[config.mk]
export PLATFORM = sky130hd
export DESIGN_NAME = mem_arbiter
export DESIGN_NICKNAME = d
export VERILOG_FILES = /design/src/rtl/mem_arbiter.sv
export SDC_FILE = /design/constraint.sdc
export NUM_CORES = 1
export LEC_CHECK = 0
export BUFFER_PORTS_ARGS = -buffer_cell sky130_fd_sc_hd__buf_2
export CORE_MARGIN = 3
export CORE_UTILIZATION = 41
export CTS_CLUSTER_SIZE = 12
export DETAILED_ROUTE_END_ITERATION = 7
export PLACE_DENSITY = 0.86
export RECOVER_POWER = 100
export SLEW_MARGIN = 0
export SYNTH_ARGS = -nofsm -noshare
export SYNTH_HDL_FRONTEND = slang
export SYNTH_SLANG_ARGS = --single-unit
export TNS_END_PERCENT = 100
[constraint.sdc]
create_clock -name clk_i -period 1.7 [get_ports clk_i]
set_clock_uncertainty 0.1 [all_clocks]
set_input_delay 0.255 -clock clk_i [delete_from_list [all_inputs] [get_ports clk_i]]
set_output_delay 0.255 -clock clk_i [all_outputs]
set_load 0.005 [all_outputs]
[src/rtl/mem_arbiter.sv]
// mem_arbiter: two-requester arbiter and sequencer for the single-port Nx32
// BRAM "Memory" block. Requests are sampled in IDLE and serialised. Each
// access drives the active-low read or write enable for exactly one cycle.
// Read data is captured from the memory's registered output and returned
// with a one-cycle acknowledge to the requester that was granted.
//
// Configuration macro: MEM_ARB_ROUND_ROBIN_EN
//   defined   -> a tie goes to the requester that was not granted last
//   undefined -> fixed priority, requester 0 wins every tie
//
// Ports:
//   clk_i, reset_i               clock, synchronous active-high reset
//   rN_req_i/we_i/addr_i/wdata_i request from requester N (0 = CPU, 1 = debug)
//   rN_rdata_o, rN_ack_o         read data and completion pulse to requester N
//   mem_addr_o, mem_data_o       address and write data to Memory
//   mem_wr_no, mem_rd_no         active-low write/read enables to Memory
//   mem_data_i                   registered read data from Memory
//   grant_o                      one-hot owner of the current transaction
//   busy_o                       high whenever the FSM is not in IDLE
//
// state   | meaning
// --------+----------------------------------------------------------------
// IDLE    | sample requests and latch the winner's command
// ISSUE   | one enable low at the latched address
// CAPTURE | reads only: memory output valid, copy into the rdata register
// ACK     | ack pulse to the owner; grant is cleared on exit

module mem_arbiter #(
    parameter int WORDS      = 6,
    parameter int DATA_WIDTH = 32
) (
    input  logic                  clk_i,
    input  logic                  reset_i,
    input  logic                  r0_req_i,
    input  logic                  r0_we_i,
    input  logic [WORDS-1:0]      r0_addr_i,
    input  logic [DATA_WIDTH-1:0] r0_wdata_i,
    output logic [DATA_WIDTH-1:0] r0_rdata_o,
    output logic                  r0_ack_o,
    input  logic                  r1_req_i,
    input  logic                  r1_we_i,
    input  logic [WORDS-1:0]      r1_addr_i,
    input  logic [DATA_WIDTH-1:0] r1_wdata_i,
    output logic [DATA_WIDTH-1:0] r1_rdata_o,
    output logic                  r1_ack_o,
    output logic [WORDS-1:0]      mem_addr_o,
    output logic [DATA_WIDTH-1:0] mem_data_o,
    output logic                  mem_wr_no,
    output logic                  mem_rd_no,
    input  logic [DATA_WIDTH-1:0] mem_data_i,
    output logic [1:0]            grant_o,
    output logic                  busy_o
);

    typedef enum logic [1:0] {
        IDLE    = 2'd0,
        ISSUE   = 2'd1,
        CAPTURE = 2'd2,
        ACK     = 2'd3
    } state_e;

    state_e                state_q, state_d;
    logic [1:0]            grant_q, grant_d;
    logic                  we_q, we_d;
    logic [WORDS-1:0]      addr_q, addr_d;
    logic [DATA_WIDTH-1:0] wdata_q, wdata_d;
    logic                  wr_n_q, wr_n_d;
    logic                  rd_n_q, rd_n_d;
    logic [DATA_WIDTH-1:0] r0_rdata_q, r0_rdata_d;
    logic [DATA_WIDTH-1:0] r1_rdata_q, r1_rdata_d;
    logic                  r0_ack_q, r0_ack_d;
    logic                  r1_ack_q, r1_ack_d;
    logic                  busy_q, busy_d;
    logic                  pick_r1;

`ifdef MEM_ARB_ROUND_ROBIN_EN
    // Remembers who won the previous grant; reset as if requester 1 won,
    // so the first tie after reset goes to requester 0.
    logic last_r1_q, last_r1_d;

    always_ff @(posedge clk_i) begin
        if (reset_i) begin
            last_r1_q <= 1'b1;
        end else begin
            last_r1_q <= last_r1_d;
        end
    end

    always_comb begin
        last_r1_d = last_r1_q;
        if (state_q == IDLE && (r0_req_i || r1_req_i)) begin
            last_r1_d = pick_r1;
        end
    end

    assign pick_r1 = r1_req_i && (!r0_req_i || !last_r1_q);
`else
    assign pick_r1 = r1_req_i && !r0_req_i;
`endif

    always_ff @(posedge clk_i) begin
        if (reset_i) begin
            state_q    <= IDLE;
            grant_q    <= 2'b00;
            we_q       <= 1'b0;
            addr_q     <= '0;
            wdata_q    <= '0;
            wr_n_q     <= 1'b1;
            rd_n_q     <= 1'b1;
            r0_rdata_q <= '0;
            r1_rdata_q <= '0;
            r0_ack_q   <= 1'b0;
            r1_ack_q   <= 1'b0;
            busy_q     <= 1'b0;
        end else begin
            state_q    <= state_d;
            grant_q    <= grant_d;
            we_q       <= we_d;
            addr_q     <= addr_d;
            wdata_q    <= wdata_d;
            wr_n_q     <= wr_n_d;
            rd_n_q     <= rd_n_d;
            r0_rdata_q <= r0_rdata_d;
            r1_rdata_q <= r1_rdata_d;
            r0_ack_q   <= r0_ack_d;
            r1_ack_q   <= r1_ack_d;
            busy_q     <= busy_d;
        end
    end

    // Every output is a register, so the enables and acks are decided one
    // state early: the enable in IDLE, the ack in ISSUE (write) or CAPTURE.
    always_comb begin
        state_d    = state_q;
        grant_d    = grant_q;
        we_d       = we_q;
        addr_d     = addr_q;
        wdata_d    = wdata_q;
        wr_n_d     = 1'b1;
        rd_n_d     = 1'b1;
        r0_rdata_d = r0_rdata_q;
        r1_rdata_d = r1_rdata_q;
        r0_ack_d   = 1'b0;
        r1_ack_d   = 1'b0;

        unique case (state_q)
            IDLE: begin
                if (r0_req_i || r1_req_i) begin
                    state_d = ISSUE;
                    grant_d = pick_r1 ? 2'b10 : 2'b01;
                    we_d    = pick_r1 ? r1_we_i : r0_we_i;
                    addr_d  = pick_r1 ? r1_addr_i : r0_addr_i;
                    if (we_d) begin
                        wdata_d = pick_r1 ? r1_wdata_i : r0_wdata_i;
                        wr_n_d  = 1'b0;
                    end else begin
                        rd_n_d  = 1'b0;
                    end
                end
            end
            ISSUE: begin
                if (we_q) begin
                    state_d  = ACK;
                    r0_ack_d = grant_q[0];
                    r1_ack_d = grant_q[1];
                end else begin
                    state_d  = CAPTURE;
                end
            end
            CAPTURE: begin
                state_d  = ACK;
                r0_ack_d = grant_q[0];
                r1_ack_d = grant_q[1];
                if (grant_q[1]) begin
                    r1_rdata_d = mem_data_i;
                end else begin
                    r0_rdata_d = mem_data_i;
                end
            end
            ACK: begin
                state_d = IDLE;
                grant_d = 2'b00;
            end
            default: begin
                state_d = IDLE;
                grant_d = 2'b00;
            end
        endcase

        busy_d = (state_d != IDLE);
    end

    assign r0_rdata_o = r0_rdata_q;
    assign r1_rdata_o = r1_rdata_q;
    assign r0_ack_o   = r0_ack_q;
    assign r1_ack_o   = r1_ack_q;
    assign mem_addr_o = addr_q;
    assign mem_data_o = wdata_q;
    assign mem_wr_no  = wr_n_q;
    assign mem_rd_no  = rd_n_q;
    assign grant_o    = grant_q;
    assign busy_o     = busy_q;

endmodule

======== Word-level counts from Yosys, hierarchy flattened ========
Cells that the tools add are included.
word-level totals
  register bits after elaboration ......... 112
  output and inout port bits .............. 109
  logic and storage cells ................. 46
cells by class
  eq/ne operators ......................... 4
  mux-type cells .......................... 15
  bitwise gates (word level) .............. 3
  reduce and logical (&&, ||, !) cells .... 12
operators by type and width
  kind                                                                    count
  32-bit 2-to-1 mux                                                       1
  2-bit case mux with 4 select lines                                      1
  2-bit AND reduction                                                     4
  1-bit 2-to-1 mux                                                        6
  2-bit 2-to-1 mux                                                        3
  6-bit 2-to-1 mux                                                        1
  2-bit equality test (second input constant)                             2
  1-bit case mux with 2 select lines                                      2
  2-bit case mux with 2 select lines                                      1
  2-bit nonzero test                                                      2
  1-bit inverter                                                          3
  3-bit AND reduction                                                     1
  3-bit OR reduction                                                      1
  2-bit by 1-bit equality test with 1-bit output (second input constant)  1
  2-bit logical NOT                                                       1
  2-bit != test (second input constant)                                   1
  1-bit logical AND                                                       1
  1-bit logical NOT                                                       1
  1-bit logical OR                                                        1

======== Depth between registers and ports, before layout ========
Gate-level depths: netlist of the first run.
  depth after elaboration ................. 5
  gate-level depth with buffers ........... 8
  depth with buffers taken out ............ 5

======== Worst setup path after synthesis of the first run ========
OpenSTA, ideal clock, no wires.
  path type ............................... flip-flop to flip-flop
  start ................................... reg state_q[0]
  end ..................................... reg wdata_q[16] (netlist: mem_data_o[16])
  library setup time ...................... 89 ps
  arrival ................................. 1,669 ps
  required time ........................... 1,511 ps
  slack ................................... -158 ps
  cell stages (with the launch flop) ...... 9
  path buffers ............................ 3
  clock period less this slack ............ 1,858 ps
  path through ............................ dfxtp_1 > inv_1 > ha_1 > and4b_1 > clkbuf_2 > or2_1 > buf_6 > buf_6 > a311oi_2
on the way
  longest elaborated chain between the ends .. 2
ends and longest elaborated chain
  item                                  line  RTL
  start: declaration                    62    state_e state_q, state_d;
  start signal: assignment              116   state_q <= state_d;
  2-bit logical NOT                     146   unique case (state_q)
  3-bit AND reduction (no source line)  --
  end signal: assignment                120   wdata_q <= wdata_d;
  end: declaration                      66    logic [DATA_WIDTH-1:0] wdata_q, wdata_d;
Every way passes these cells.
A chain may end at the register's enable or synchronous reset.

======== Final worst setup path of the first run ========
  start ................................... reg state_q[0]
  end ..................................... reg wdata_q[22] (netlist: mem_data_o[22])
The elaborated chain is that of the path after synthesis.

==> results.ini, run 1 <==
[run_status]
outcome=completed

[setup_path]
r2r_slack_ns=0.07
critPathBufInv=2
cp-end-kind=register
cp_cell_sequence=inv_2 -> ha_4 -> and4b_1 -> or2_4 -> clkbuf_16 -> a311oi_2
r2r.worst_path.cells=6
cp.arrival_ns=1.83
cp_top_family=simple AND/OR/NAND/NOR gates
rr_startpoint=state_q[0]
cp-start-kind=register
required_ns=1.89
path_depth=6
crit_slowest_cell=dfxtp_2
cp-startpoint=state_q[0]
cpPeakStageDelay_ns=0.35
critPathMaxFanout=16
timing_worst_setup_path_type=reg -> reg

[layout]
diodes=0
syn2layout_area_growth_pct=34.9
multiInputGateArea_um2=2060
nets=865
fill_cells=933
stdcell_area_um2=6070
regArea_um2=2240
layout-drive-gt1-share=0.321

[grt]
grt_usage=0.214
grt_pass1_wl_um=21800
grt-ovfl-total=0
grt_pass1_vias=4411
grt_max_degree=80
antenna_found_initial=1

[timing]
fin_ws_ns=0.0653
finalHoldViolations=0
worst_slew_pin_slew_ns=0.394
tns_ns=0
min_period_over_period=0.962
rsz0062_at_grt=no
drv_slew=0
fmax_mhz=612
finalCriticalPeriod_ns=1.63
slew_headroom=0.738
setup-violations-final=0
hold_ws_ns=0.00807

[clocking]
cts_max_path_buffers=2
clk_pin_slew_ns=0.13
ctsHtreeMaxLevel=3
clkLatencyLatePin_ns=0.36
postCtsSetupBuffers=0
cts.sinks=112
cts_tree=yes
cts_buffers=9
cts_root_buf=clkbuf_8

[logic_synthesis]
ys_ff_latch=112
syn_area_um2=4500
synthMuxAreaShare=0.0134
ys.flop_type=dfxtp_1
synth_xor_area_frac=0
yosys.area_share.adder=0.0139
synth_edf_count=0
synth_compound_area_frac=0.198
syn_avg_cell_area_um2=8.45
synth_top_family_by_area=simple AND/OR/NAND/NOR gates
synth_fp_nets=651
async_reset_ff_frac=0
synth-seq-area-share=0.499
synth_cell_types=28
synth_simple_gate_area_share=0.227
synthCells=532
synth_warnings=0

[hold_path]
min_from=mem_data_i[20]
holdPathStages=3
hold_path_class=in -> reg

[die]
die_h_um=111
initial_utilization=0.428
placement_rows=37
coreArea_um2=10500
die_x_um=111
io_pins=223
dieArea_um2=12300

[routing]
vias=4580
routed_via_density=5.16
wl_um=13600
dr.pass1.iters=7
drt_iter0_markers=434
drc=0
wl_per_cell_um=15.3
final_antenna_net_count=0

[place]
placed_cell_area_um2=5830
pre_cts_slack_ns=0.00183
port_buffers=222
dp_hpwl_um=9690
place.gp.congestion=0.889

[job]
maxCapViolCount=0

[power_and_ir_drop]
ir_worst_vdd_mv=0.583
p_leak_nw=2.55
p_total_mw=7.49
powerDensity_nw_per_um2=1230

-- path summary, 6_finish.rpt --
path / to
hold reg to reg: r0_rdata_o[14]
hold / removal: r1_rdata_o[20]
setup reg to reg: mem_data_o[22]
setup / recovery: mem_data_o[22]
-- cell families (layout without fill, tap and decap cells) --
family	Yosys count	count (layout)
and+or+nand+nor	249	249
muxes	6	6
adders and majority gates	5	5
buffers and inverters	50	269
DFF	112	112
AOI/OAI and AO/OA	110	110
-- final cells by class --
type	instances	share of cell area
clock buffers	9	0.0204
clock inverters	7	0.0122
inverters	4	0.00248
multi-input cells	370	0.340
flip-flops and latches	112	0.370
well taps	136	0.0281
repair buffers	249	0.227
-- worst reg2reg max path, delay by kind of cell (launching register included) --
kind                       cells  cell delay (ns)
adders and majority gates      1             0.16
buffers and inverters          2             0.26
AOI/OAI and AO/OA              1             0.21
and+or+nand+nor                2             0.49
DFF                            1             0.35
-- state kept, by name (all words and copies together), names as in the netlist --
signal	cells
mem_data_o	32
r0_rdata_o	32
r1_rdata_o	32
mem_addr_o	6
grant_o	2
state_q	2
busy_o	1
mem_rd_no	1
mem_wr_no	1
r0_ack_o	1
r1_ack_o	1
we_q	1
-- repair_timing --
action / CTS / global route
hold buffers: 8 / 0
endpoints found under the hold margin: 9 / 0
gates resized for setup: 1 / 2
setup endpoints to repair: 1 / 32
pin swaps: 0 / 0
gates cloned: 0 / 1
-- per-layer routing --
metal	up-vias	routed length, um	global-route usage
li1	2224	-	-
met1	2102	5410	0.256
met2	221	6680	0.362
met3	31	1110	0.0551
met4	2	362	0.0895
met5	-	7	0
-- power breakdown --
part / internal [mW] / total (mW) / switching [mW]
clock network: 0.581 / 1.60 / 1.02
logic: 1.14 / 2.54 / 1.41
registers: 3.10 / 3.35 / 0.252
total: 4.81 / 7.49 / 2.68
-- per-stage QoR --
step / util / cells
after global routing: 0.577 / 887
after floorplan: - / 532
after global placement: 0.555 / 862
after CTS: 0.582 / 886
after detailed placement: 0.555 / 862
final: 0.577 / 887
-- cell usage in the layout, fill, tap and decap left out, drive strengths merged --
cell / instances
inv: 7
and4b: 1
and2: 4
dlygate4sd3: 8
a211oi: 1
o21ai: 1
ha: 5
a22o: 1
and3: 1
dfxtp: 112
o2bb2ai: 6
nor2b: 3
a32oi: 2
nor3: 34
a21oi: 66
clkbuf: 66
buf: 184
or2: 1
clkinv: 4
nand2: 196
a311oi: 32
nor2: 4
a21o: 1
nand3b: 1
mux2i: 6
nand2b: 4
-- cell usage after synthesis, types with 2 or more instances --
cell / number / area, um2
a21oi_1: 66 / 330
a311oi_1: 3 / 26.3
a311oi_2: 29 / 435
a32oi_1: 2 / 17.5
and2_1: 4 / 25.0
buf_2: 2 / 10.0
buf_6: 4 / 45.0
clkbuf_1: 38 / 143
dfxtp_1: 112 / 2240
ha_1: 5 / 62.6
inv_1: 4 / 15.0
mux2i_1: 6 / 60.1
nand2_1: 196 / 736
nand2b_1: 4 / 25.0
nor2_1: 4 / 15.0
nor2b_1: 3 / 18.8
nor3_1: 34 / 170
o2bb2ai_1: 6 / 52.6
(Power assumes the default switching activity.)
==> run 2: changes to the inputs <==
--- a/config.mk
+++ b/config.mk
@@ -7,11 +7,12 @@
 export LEC_CHECK = 0
 export BUFFER_PORTS_ARGS = -buffer_cell sky130_fd_sc_hd__buf_2
 export CORE_MARGIN = 3
-export CORE_UTILIZATION = 41
+export CORE_UTILIZATION = 45
 export CTS_CLUSTER_SIZE = 12
 export DETAILED_ROUTE_END_ITERATION = 7
-export PLACE_DENSITY = 0.86
+export PLACE_DENSITY = 0.89
 export RECOVER_POWER = 100
+export SKIP_LAST_GASP = 1
 export SLEW_MARGIN = 0
 export SYNTH_ARGS = -nofsm -noshare
 export SYNTH_HDL_FRONTEND = slang
==> constraint.sdc (replaced) <==
create_clock -name clk_i -period 1.9 [get_ports clk_i]
set_clock_uncertainty 0.1 [all_clocks]
set_input_delay 0.285 -clock clk_i [delete_from_list [all_inputs] [get_ports clk_i]]
set_output_delay 0.285 -clock clk_i [all_outputs]
set_load 0.005 [all_outputs]
==> results.ini, run 2 (synthesized netlist as in run 1, its figures left out) <==
[run_status]
outcome=completed  ; unchanged

[place]
numPlacedInstances=854  ; was 862
dp_hpwl_um=9500  ; was 9690 um
port_buffers=222  ; unchanged
place.gp.congestion=0.810  ; was 0.889
placed_cell_area_um2=5760  ; was 5830 um2

[routing]
drc=0  ; unchanged
wl_met2_um=6360  ; was 6680 um
met3WireLength_um=1220  ; was 1110 um
drt_iter0_markers=240  ; was 434
wl_um=12800  ; was 13600 um
wl_met1_um=4980  ; was 5410 um
final_antenna_net_count=0  ; unchanged
wl_per_cell_um=14.7  ; was 15.3 um
routed_via_density=5.17  ; was 5.16
dr.pass1.iters=7  ; unchanged
vias=4499  ; was 4580
highest_layer=met4  ; was met5

[clocking]
ctsHtreeMaxLevel=3  ; unchanged
cts_buffers=9  ; unchanged
clkLatencyLatePin_ns=0.36  ; about the same
hold_buffers=0  ; was 8
cts_max_path_buffers=2  ; unchanged
postCtsSetupBuffers=0  ; unchanged
clk_pin_slew_ns=0.12  ; was 0.13 ns
cts.sinks=112  ; unchanged
ctsResizeCount=0  ; was 1
cts_tree=yes  ; unchanged
cts_root_buf=clkbuf_8  ; unchanged

[layout]
diodes=0  ; unchanged
regArea_um2=2240  ; about the same
layout-drive-gt1-share=0.286  ; was 0.321
syn2layout_area_growth_pct=29.3  ; was 34.9%
fill_cells=886  ; was 933
nets=855  ; was 865
final_common_cell=nand2_1  ; unchanged
instances_no_fill=870  ; was 887
final_util=0.615  ; was 0.577
multiInputGateArea_um2=2010  ; was 2060 um2
stdcell_area_um2=5820  ; was 6070 um2
layout_common_cells=196 x nand2_1, 153 x buf_2, 112 x dfxtp_1  ; was 196 x nand2_1, 166 x buf_2, 110 x dfxtp_1

[die]
placement_rows=35  ; was 37
die_x_um=106  ; was 111 um
io_pins=223  ; unchanged
coreArea_um2=9460  ; was 10500 um2
die_h_um=106  ; was 111 um
dieArea_um2=11200  ; was 12300 um2
initial_utilization=0.475  ; was 0.428

[grt]
grt_pass1_vias=4416  ; was 4411
grt-ovfl-total=0  ; unchanged
antenna_found_initial=0  ; was 1
grt_max_degree=43  ; was 80
grt_usage=0.229  ; was 0.214
grt_pass1_wl_um=21000  ; was 21800 um

[setup_path]
cp-end-kind=register  ; unchanged
critPathMaxFanout=20  ; was 16
timing_worst_setup_path_type=reg -> reg  ; unchanged
required_ns=2.07  ; was 1.89 ns
cp-start-kind=register  ; unchanged
cp.arrival_ns=1.92  ; was 1.83 ns

[timing]
finalHoldViolations=0  ; unchanged
worst_slew_pin_slew_ns=0.425  ; was 0.394 ns
setup-violations-final=0  ; unchanged
finalCriticalPeriod_ns=1.76  ; was 1.63 ns
min_period_over_period=0.925  ; was 0.962
rsz0062_at_grt=no  ; unchanged
slew_headroom=0.717  ; was 0.738
fmax_mhz=569  ; was 612 MHz
drv_slew=0  ; unchanged
tns_ns=0  ; unchanged

[power_and_ir_drop]
p_leak_nw=2.41  ; was 2.55 nW
powerDensity_nw_per_um2=1110  ; was 1230 nW/um2
ir_worst_vdd_mv=0.520  ; was 0.583 mV
p_total_mw=6.44  ; was 7.49 mW

[hold_path]
hold_path_class=in -> reg  ; unchanged

[job]
maxCapViolCount=0  ; unchanged

==> run 2: cell types whose count changed in the layout (fill, tap and decap cells not counted), sizes merged <==
cell,delta
buf,-17
clkbuf,+15
clkinv,-2
clkinvlp,+2
dlygate4sd3,-8
==> run 2: worst paths after layout <==
check	depth (start not counted)	endpoint	slack, ns	from
worst max-delay path	6	mem_data_o[15]	0.14	state_q[0]
worst min-delay path	3	r1_rdata_o[24]	0.05	mem_data_i[24]
worst max register to register	6	mem_data_o[15]	0.14	state_q[0]
worst min register to register	2	r0_rdata_o[29]	0.36	r0_rdata_o[29]
==> run 2: through the flow <==
step                hold slack (ns)  setup WS (ns)
floorplan                     0.302         0.0421
global placement              0.339          0.134
detailed placement            0.344         0.0662
CTS                          0.0293         0.0256
global route                 0.0370         0.0137
finish                       0.0519          0.142
==> run 2: area by class of cell <==
class                      count  area share
sequential                   112       0.386
multi-input combinational    370       0.346
timing repair buffer         239       0.205
tap                          129      0.0278
clock buffer                   9      0.0213
clock inverter                 7      0.0127
inverter                       4     0.00258
==> run 2: power breakdown <==
| part | switching, mW | total, mW | internal (mW) | leakage, nW |
|---|---|---|---|---|
| clock network | 0.869 | 1.39 | 0.519 | 0.0942 |
| logic | 1.19 | 2.07 | 0.880 | 1.40 |
| registers | 0.218 | 2.99 | 2.77 | 0.913 |
==> run 2: routing by layer <==
layer | GRT usage | vias up
li1 | - | 2201
met1 | 0.269 | 2057
met2 | 0.401 | 218
met3 | 0.0619 | 23
met4 | 0.0823 | 0
met5 | 0 | -
==> run 2: worst max-delay path, stage by stage, from the launching register on <==
cell,delay [ns]
dfxtp_1,0.35
inv_1,0.08
ha_1,0.23
and4b_1,0.22
or2_4,0.29
buf_6,0.19
a311oi_2,0.22
